[src/rtl/ready_valid_serializer.sv]
`default_nettype none
// +--------------------------------------------------------------------------+
// | Module      : ready_valid_serializer                                     |
// | Description : Transmit-side width converter for a ready/valid stream.   |
// |               Accepts one IN_WIDTH word per upstream handshake and       |
// |               emits it as IN_WIDTH/OUT_WIDTH beats of OUT_WIDTH bits,    |
// |               marking the final beat with out_last. Sustains one beat    |
// |               per cycle across word boundaries.                          |
// | Option      : READY_VALID_SERIALIZER_MSB_FIRST_EN - when defined, beats  |
// |               leave most-significant first; otherwise LSB first.         |
// | Ports       : clk       - single clock, rising edge                      |
// |               reset     - asynchronous, active-high                      |
// |               in_valid  - upstream word valid                            |
// |               in_data   - upstream word [IN_WIDTH-1:0]                   |
// |               in_ready  - word can be accepted this cycle (comb.)        |
// |               out_valid - beat valid (registered)                        |
// |               out_data  - current beat [OUT_WIDTH-1:0] (registered)      |
// |               out_last  - final beat of the word (registered)            |
// |               out_ready - downstream accepts the beat                    |
// | Note        : IN_WIDTH must be an integer multiple of OUT_WIDTH.         |
// | Revision    : 1.0 - initial release                                      |
// +--------------------------------------------------------------------------+
module ready_valid_serializer #(
   parameter int IN_WIDTH  = 32,
   parameter int OUT_WIDTH = 8
) (
   input  logic                 clk,
   input  logic                 reset,
   input  logic                 in_valid,
   input  logic [IN_WIDTH-1:0]  in_data,
   output logic                 in_ready,
   output logic                 out_valid,
   output logic [OUT_WIDTH-1:0] out_data,
   output logic                 out_last,
   input  logic                 out_ready
);

   localparam int               BEATS    = IN_WIDTH / OUT_WIDTH;
   localparam int               CNT_W    = (BEATS > 1) ? $clog2(BEATS) : 1;
   localparam logic [CNT_W-1:0] C_LAST   = CNT_W'(BEATS - 1);
   localparam logic             C_SINGLE = (BEATS == 1);

   typedef enum logic [0:0] {
      S_IDLE = 1'b0,
      S_SEND = 1'b1
   } state_t;

   state_t              state_q, state_d;
   logic [CNT_W-1:0]    cnt_q, cnt_d;
   logic [IN_WIDTH-1:0] shreg_q, shreg_d;
   logic                out_last_q, out_last_d;

   logic [IN_WIDTH-1:0] w_shreg_shift;
   logic                w_in_fire;
   logic                w_out_fire;

   // Word register advanced by one beat toward its output end. A single-beat
   // word never shifts, so that build has nothing to move.
   generate
      if (BEATS > 1) begin : g_multi_beat
`ifdef READY_VALID_SERIALIZER_MSB_FIRST_EN
         assign w_shreg_shift = {shreg_q[IN_WIDTH-OUT_WIDTH-1:0], {OUT_WIDTH{1'b0}}};
`else
         assign w_shreg_shift = {{OUT_WIDTH{1'b0}}, shreg_q[IN_WIDTH-1:OUT_WIDTH]};
`endif
      end else begin : g_single_beat
         assign w_shreg_shift = '0;
      end
   endgenerate

   assign out_valid  = (state_q == S_SEND);
   assign out_last   = out_last_q;
`ifdef READY_VALID_SERIALIZER_MSB_FIRST_EN
   assign out_data   = shreg_q[IN_WIDTH-1 -: OUT_WIDTH];
`else
   assign out_data   = shreg_q[OUT_WIDTH-1:0];
`endif

   assign w_out_fire = out_valid & out_ready;
   // Accepting a new word while the last beat leaves keeps the output stream
   // gap-free; this makes in_ready depend combinationally on out_ready.
   assign in_ready   = ~reset & ((state_q == S_IDLE) | (w_out_fire & out_last_q));
   assign w_in_fire  = in_valid & in_ready;

   always_comb begin
      state_d    = state_q;
      cnt_d      = cnt_q;
      shreg_d    = shreg_q;
      out_last_d = out_last_q;
      case (state_q)
         S_IDLE: begin
            if (w_in_fire) begin
               state_d    = S_SEND;
               shreg_d    = in_data;
               cnt_d      = '0;
               out_last_d = C_SINGLE;
            end
         end
         S_SEND: begin
            if (w_out_fire) begin
               if (!out_last_q) begin
                  shreg_d    = w_shreg_shift;
                  cnt_d      = cnt_q + 1'b1;
                  // Registered out_last tracks the counter one beat ahead.
                  out_last_d = ((cnt_q + 1'b1) == C_LAST);
               end else if (w_in_fire) begin
                  shreg_d    = in_data;
                  cnt_d      = '0;
                  out_last_d = C_SINGLE;
               end else begin
                  state_d    = S_IDLE;
                  cnt_d      = '0;
                  out_last_d = 1'b0;
               end
            end
         end
         default: begin
            state_d    = S_IDLE;
            cnt_d      = '0;
            out_last_d = 1'b0;
         end
      endcase
   end

   always_ff @(posedge clk or posedge reset) begin
      if (reset) begin
         state_q    <= S_IDLE;
         cnt_q      <= '0;
         shreg_q    <= '0;
         out_last_q <= 1'b0;
      end else begin
         state_q    <= state_d;
         cnt_q      <= cnt_d;
         shreg_q    <= shreg_d;
         out_last_q <= out_last_d;
      end
   end

endmodule
`default_nettype wire

[config.mk]
export PLATFORM = sky130hd
export DESIGN_NAME = ready_valid_serializer
export DESIGN_NICKNAME = d
export VERILOG_FILES = /design/src/rtl/ready_valid_serializer.sv
export SDC_FILE = /design/constraint.sdc
export NUM_CORES = 1
export LEC_CHECK = 0
export BUFFER_PORTS_ARGS = -buffer_cell sky130_fd_sc_hd__buf_2
export CAP_MARGIN = 20
export CORE_MARGIN = 8
export CORE_UTILIZATION = 50
export DETAILED_ROUTE_END_ITERATION = 8
export PLACE_DENSITY = 0.84
export SLEW_MARGIN = 20
export SYNTH_ARGS = -nofsm -noshare
export SYNTH_HDL_FRONTEND = slang
export SYNTH_SLANG_ARGS = --single-unit
[constraint.sdc]
create_clock -name clk -period 1.71 [get_ports clk]
set_clock_uncertainty 0.15 [all_clocks]
set_input_delay 0.342 -clock clk [delete_from_list [all_inputs] [get_ports clk]]
set_output_delay 0.342 -clock clk [all_outputs]
set_load 0.02 [all_outputs]
Word level (Yosys, flattened, before mapping)
Cells that the tools add are included.
Widths: inputs -> output; s select.
- input port bits: 36
- flip-flop bits (word level): 36
- bits in latches: 0
- output and inout port bits: 11
- RAM bits: 0
- memories: 0
- bits in read-only memories: 0
- reduce and logical (&&, ||, !) cells: 1
- divide/modulo/power cells: 0
- eq/ne operators: 3
- muxes and demuxes: 16
- order comparisons: 0
- bitwise logic cells: 7
- shift-type cells: 0
- add/subtract/negate cells: 1
- $mul: 0
- operators by type and width (cell ; count):
    $mux 32 ; 3
    $pmux 32 s2 ; 1
    $mux 1 ; 6
    $mux 2 ; 3
    $and 1x1->1 ; 4
    $pmux 1 s2 ; 2
    $pmux 2 s2 ; 1
    $add 2x1->2 const B ; 1
    $eq 2x2->1 const B ; 1
    $ne 2x1->1 const B ; 1
    $ne 2x2->1 const B ; 1
    $not 1->1 ; 2
    $reduce_and 2->1 ; 1
    $or 1x1->1 ; 1

Logic depth before layout (Yosys ltp)
- word-level depth: 9
- depth in mapped cells: 5
- mapped depth without buffers: 3

Worst setup path before layout
Ideal clock, no wire load.
- kind: register to output
- start point: register state_q, in the netlist out_valid
- end point: output port in_ready
- stages on the path, launching flop included: 4
- setup slack: 0.082 ns
- arrival time: 1.136 ns
- path through: dfrtp_1 -> a21boi_4 -> buf_4 -> nor2_1
- word-level cells in the longest chain between the ends: 4
- ends and longest elaborated chain (what ; RTL line ; text):
    start, declared ; 48 ; state_t state_q, state_d;
    start signal, assigned ; 132 ; state_q <= state_d;
    $and 1x1->1 ; 79 ; assign w_out_fire = out_valid & out_ready;
    $and 1x1->1 ; 82 ; assign in_ready = ~reset & ((state_q == S_IDLE) | (w_out_fire & out_last_q));
    $or 1x1->1 * ; 82 ;
    $and 1x1->1 * ; 82 ;
    end, declared ; 31 ; output logic in_ready,
Every way passes the cells marked *; elsewhere a longest branch is shown, timed or not.

Worst setup path in the final report
Ends and elaborated chain as after synthesis.

==> run_results.csv <==
group,metric,value,unit
run_status,outcome,"completed",
drt,drcViolationCount,0,
timing,fin_crit_sh,95.59,%
worst_setup_path,endpoint_kind,"primary output",
worst_setup_path,crit_path_max_fanout,4,
worst_setup_path,worstSetupStartpointType,"flip-flop",
worst_setup_path,crit_cells,3,
cts,cts_tree,"built",
final_layout,nNetsFinal,237,
final_layout,fin_cells,247,
placement,place_hpwl,2.745,mm
final_layout,final_common_cell,"buf_2",
min_path,hold_class,"in2reg",
cts,clk_pin_slew,0.10,ns
power,power.leakage,1.027,nW
grt,antenna_found_initial,0,
timing,tightest_slew,0.4602,ns
worst_setup_path,critical_path.max_stage_delay,0.42,ns
power,powerDensity,1802,mW/mm2
die,rows,21,
synthesis,synth_warnings,0,
drt,totalWireLength,3.823,mm
cts,htreeDepth,2,
die,ios,47,
drt,via_count,1309,
die,fp.coreArea,0.003258,mm2
placement,io_buffers,46,
synthesis,ys_seq_elements,36,
timing,relSlewSlack,69.32,%
grt,grt_pass1_wl,6.313,mm
drt,detail_route.wl_per_cell,15.48,um
grt,grt_overflow,0,
timing,grt_setup_unrepaired,"no",
worst_setup_path,cp_top_family,"flip-flops",
cts,cts_inserted_buffers,5,
drt,drt_pre_antenna_iters,4,
min_path,holdPathStages,2,
die,initial_core_util,50.50,%
timing,hold_viol,0,
cts,cts_sinks,36,
timing,setup_viol,0,
final_layout,areaGrowthSynthToFinish,24.11,%
worst_setup_path,critPathKind,"reg2out",
worst_setup_path,worstPathCellList,"a21boi_4 -> nor2_1 -> buf_2",
drt,antenna_left,0,
final_layout,most-common-layout-cells,"buf_2, dfrtp_1, inv_1",
synthesis,yosysSeqAreaShare,54.75,%
synthesis,yosysTopAreaCell,"dfrtp_1",
grt,grtUsageTotal,15.05,%
drt,vias_per_cell,5.300,
worst_setup_path,reg2reg_depth,4,
worst_setup_path,cp.required,1.22,ns
worst_setup_path,critical_path.slowest_cell,"dfrtp_1",
final_layout,drive_gt1_share,35.32,%
synthesis,synth_top_area_share,54.75,%
cts,cts.path.max_buffers,2,
worst_setup_path,critPathBufInv,1,
synthesis,synth.avg_cell_area,10.82,um2
die,die_x,73.37,um
die,die_height,73.37,um
final_layout,n_antenna_cell,0,
synthesis,synth_cells,152,
synthesis,synthesis.nets,189,
timing,drv_slew,0,
cts,clk_latency,0.35,ns
worst_setup_path,crit_arrival,1.14,ns
timing,fmax,611.8,MHz
die,die-area,0.005382,mm2
run,drv_cap,0,
synthesis,syn_area,0.001645,mm2
cts,cts_root_buf,"clkbuf_4",
power,vdd_ir_drop_max,0.9206,mV
placement,routabilityCongestion,0.7042,
grt,grt_pass1_vias,1361,
synthesis,synth_area_leaders,"dfrtp_1, o32ai_1, a21oi_1, inv_1, buf_4",
timing,finalSetupTns,0,ns
drt,drtIter0Drc,142,
synthesis,ys_types,18,
timing,min_period,1.635,ns
placement,place_inst,235,
grt,grt_max_degree,37,
## final timing paths
check	from	slack, ns	endpoint
worst max-delay path	out_valid	0.08	in_ready
worst max register to register	out_valid	0.15	shreg_q[16]
min in group asynchronous	reset	0.52	shreg_q[23]
worst min register to register	cnt_q[1]	0.36	cnt_q[1]
worst min-delay path	in_data[31]	0.07	shreg_q[31]
max in group asynchronous	reset	0.55	out_last
## routing by layer
layer	part of all wire (%)	GRT usage (%)	vias up
met5	0	0	-
met4	1.7	6.874	0
met3	5.4	4.366	7
met2	48	23.63	33
met1	44	18.53	628
li1	-	-	641
## synthesized netlist by cell type, drive strengths merged
cell,count
nor2b,2
inv,27
dfrtp,36
o2bb2ai,1
buf,18
a21oi,24
o21ai,2
nand2b,3
nand3b,1
mux2,1
o32ai,24
ha,1
a22o,9
a21boi,1
nor2,2
## area by class of cell
type	count	area, um2
Fill cell	296	1216
Clock buffer	5	37.54
Tap cell	46	57.56
Multi-Input combinational cell	71	523.0
Sequential cell	36	902.1
Timing Repair Buffer	59	330.3
Inverter	27	101.3
Clock inverter	3	90.09
## flip-flops by register name (all words and copies together), names as in the netlist
| name | flops |
|---|---|
| cnt_q | 2 |
| out_last | 1 |
| out_valid | 1 |
| shreg_q | 32 |
## where the power goes
group	internal [mW]	total, mW	switching (mW)	leakage [nW]
logic	0.584	1.36	0.779	0.536
registers	1.22	1.42	0.208	0.425
clock network	0.602	0.891	0.288	0.0654
## repair_timing
item                                    in CTS  in global routing
buffers inserted                             1                  2
hold buffers                                 1                  0
endpoints found under the setup margin       1                  1
resized for setup                            1                  0
endpoints found under the hold margin       36                  0
## through the flow
| stage | total power [mW] | area [um2] | worst slack [ns] | hold WS, ns | utilization (%) |
|---|---|---|---|---|---|
| 4_1_cts | 3.670 | 2027 | 0.009221 | 0.05872 | 62.21 |
| 3_5_place_dp | 2.758 | 1881 | 0.1209 | 0.3406 | 57.72 |
| 5_1_grt | 3.943 | 2042 | 0.01524 | 0.05397 | 62.67 |
| 6_report | 3.679 | 2042 | 0.07535 | 0.06942 | 62.67 |
| 3_3_place_gp | 2.695 | 1881 | 0.1600 | 0.3301 | 57.72 |
| 2_1_floorplan | 2.478 | 1645 | 0.08249 | 0.3101 | - |
## kinds of logic after synthesis
family          share of synthesized area [%]
compound gates                          27.38
flops                                   54.75
fa+ha+maj                              0.7603
mux                                    0.6844
buf+inv                                 13.46
simple gates                            2.966
Note: power is estimated with default switching activity, not from simulation.
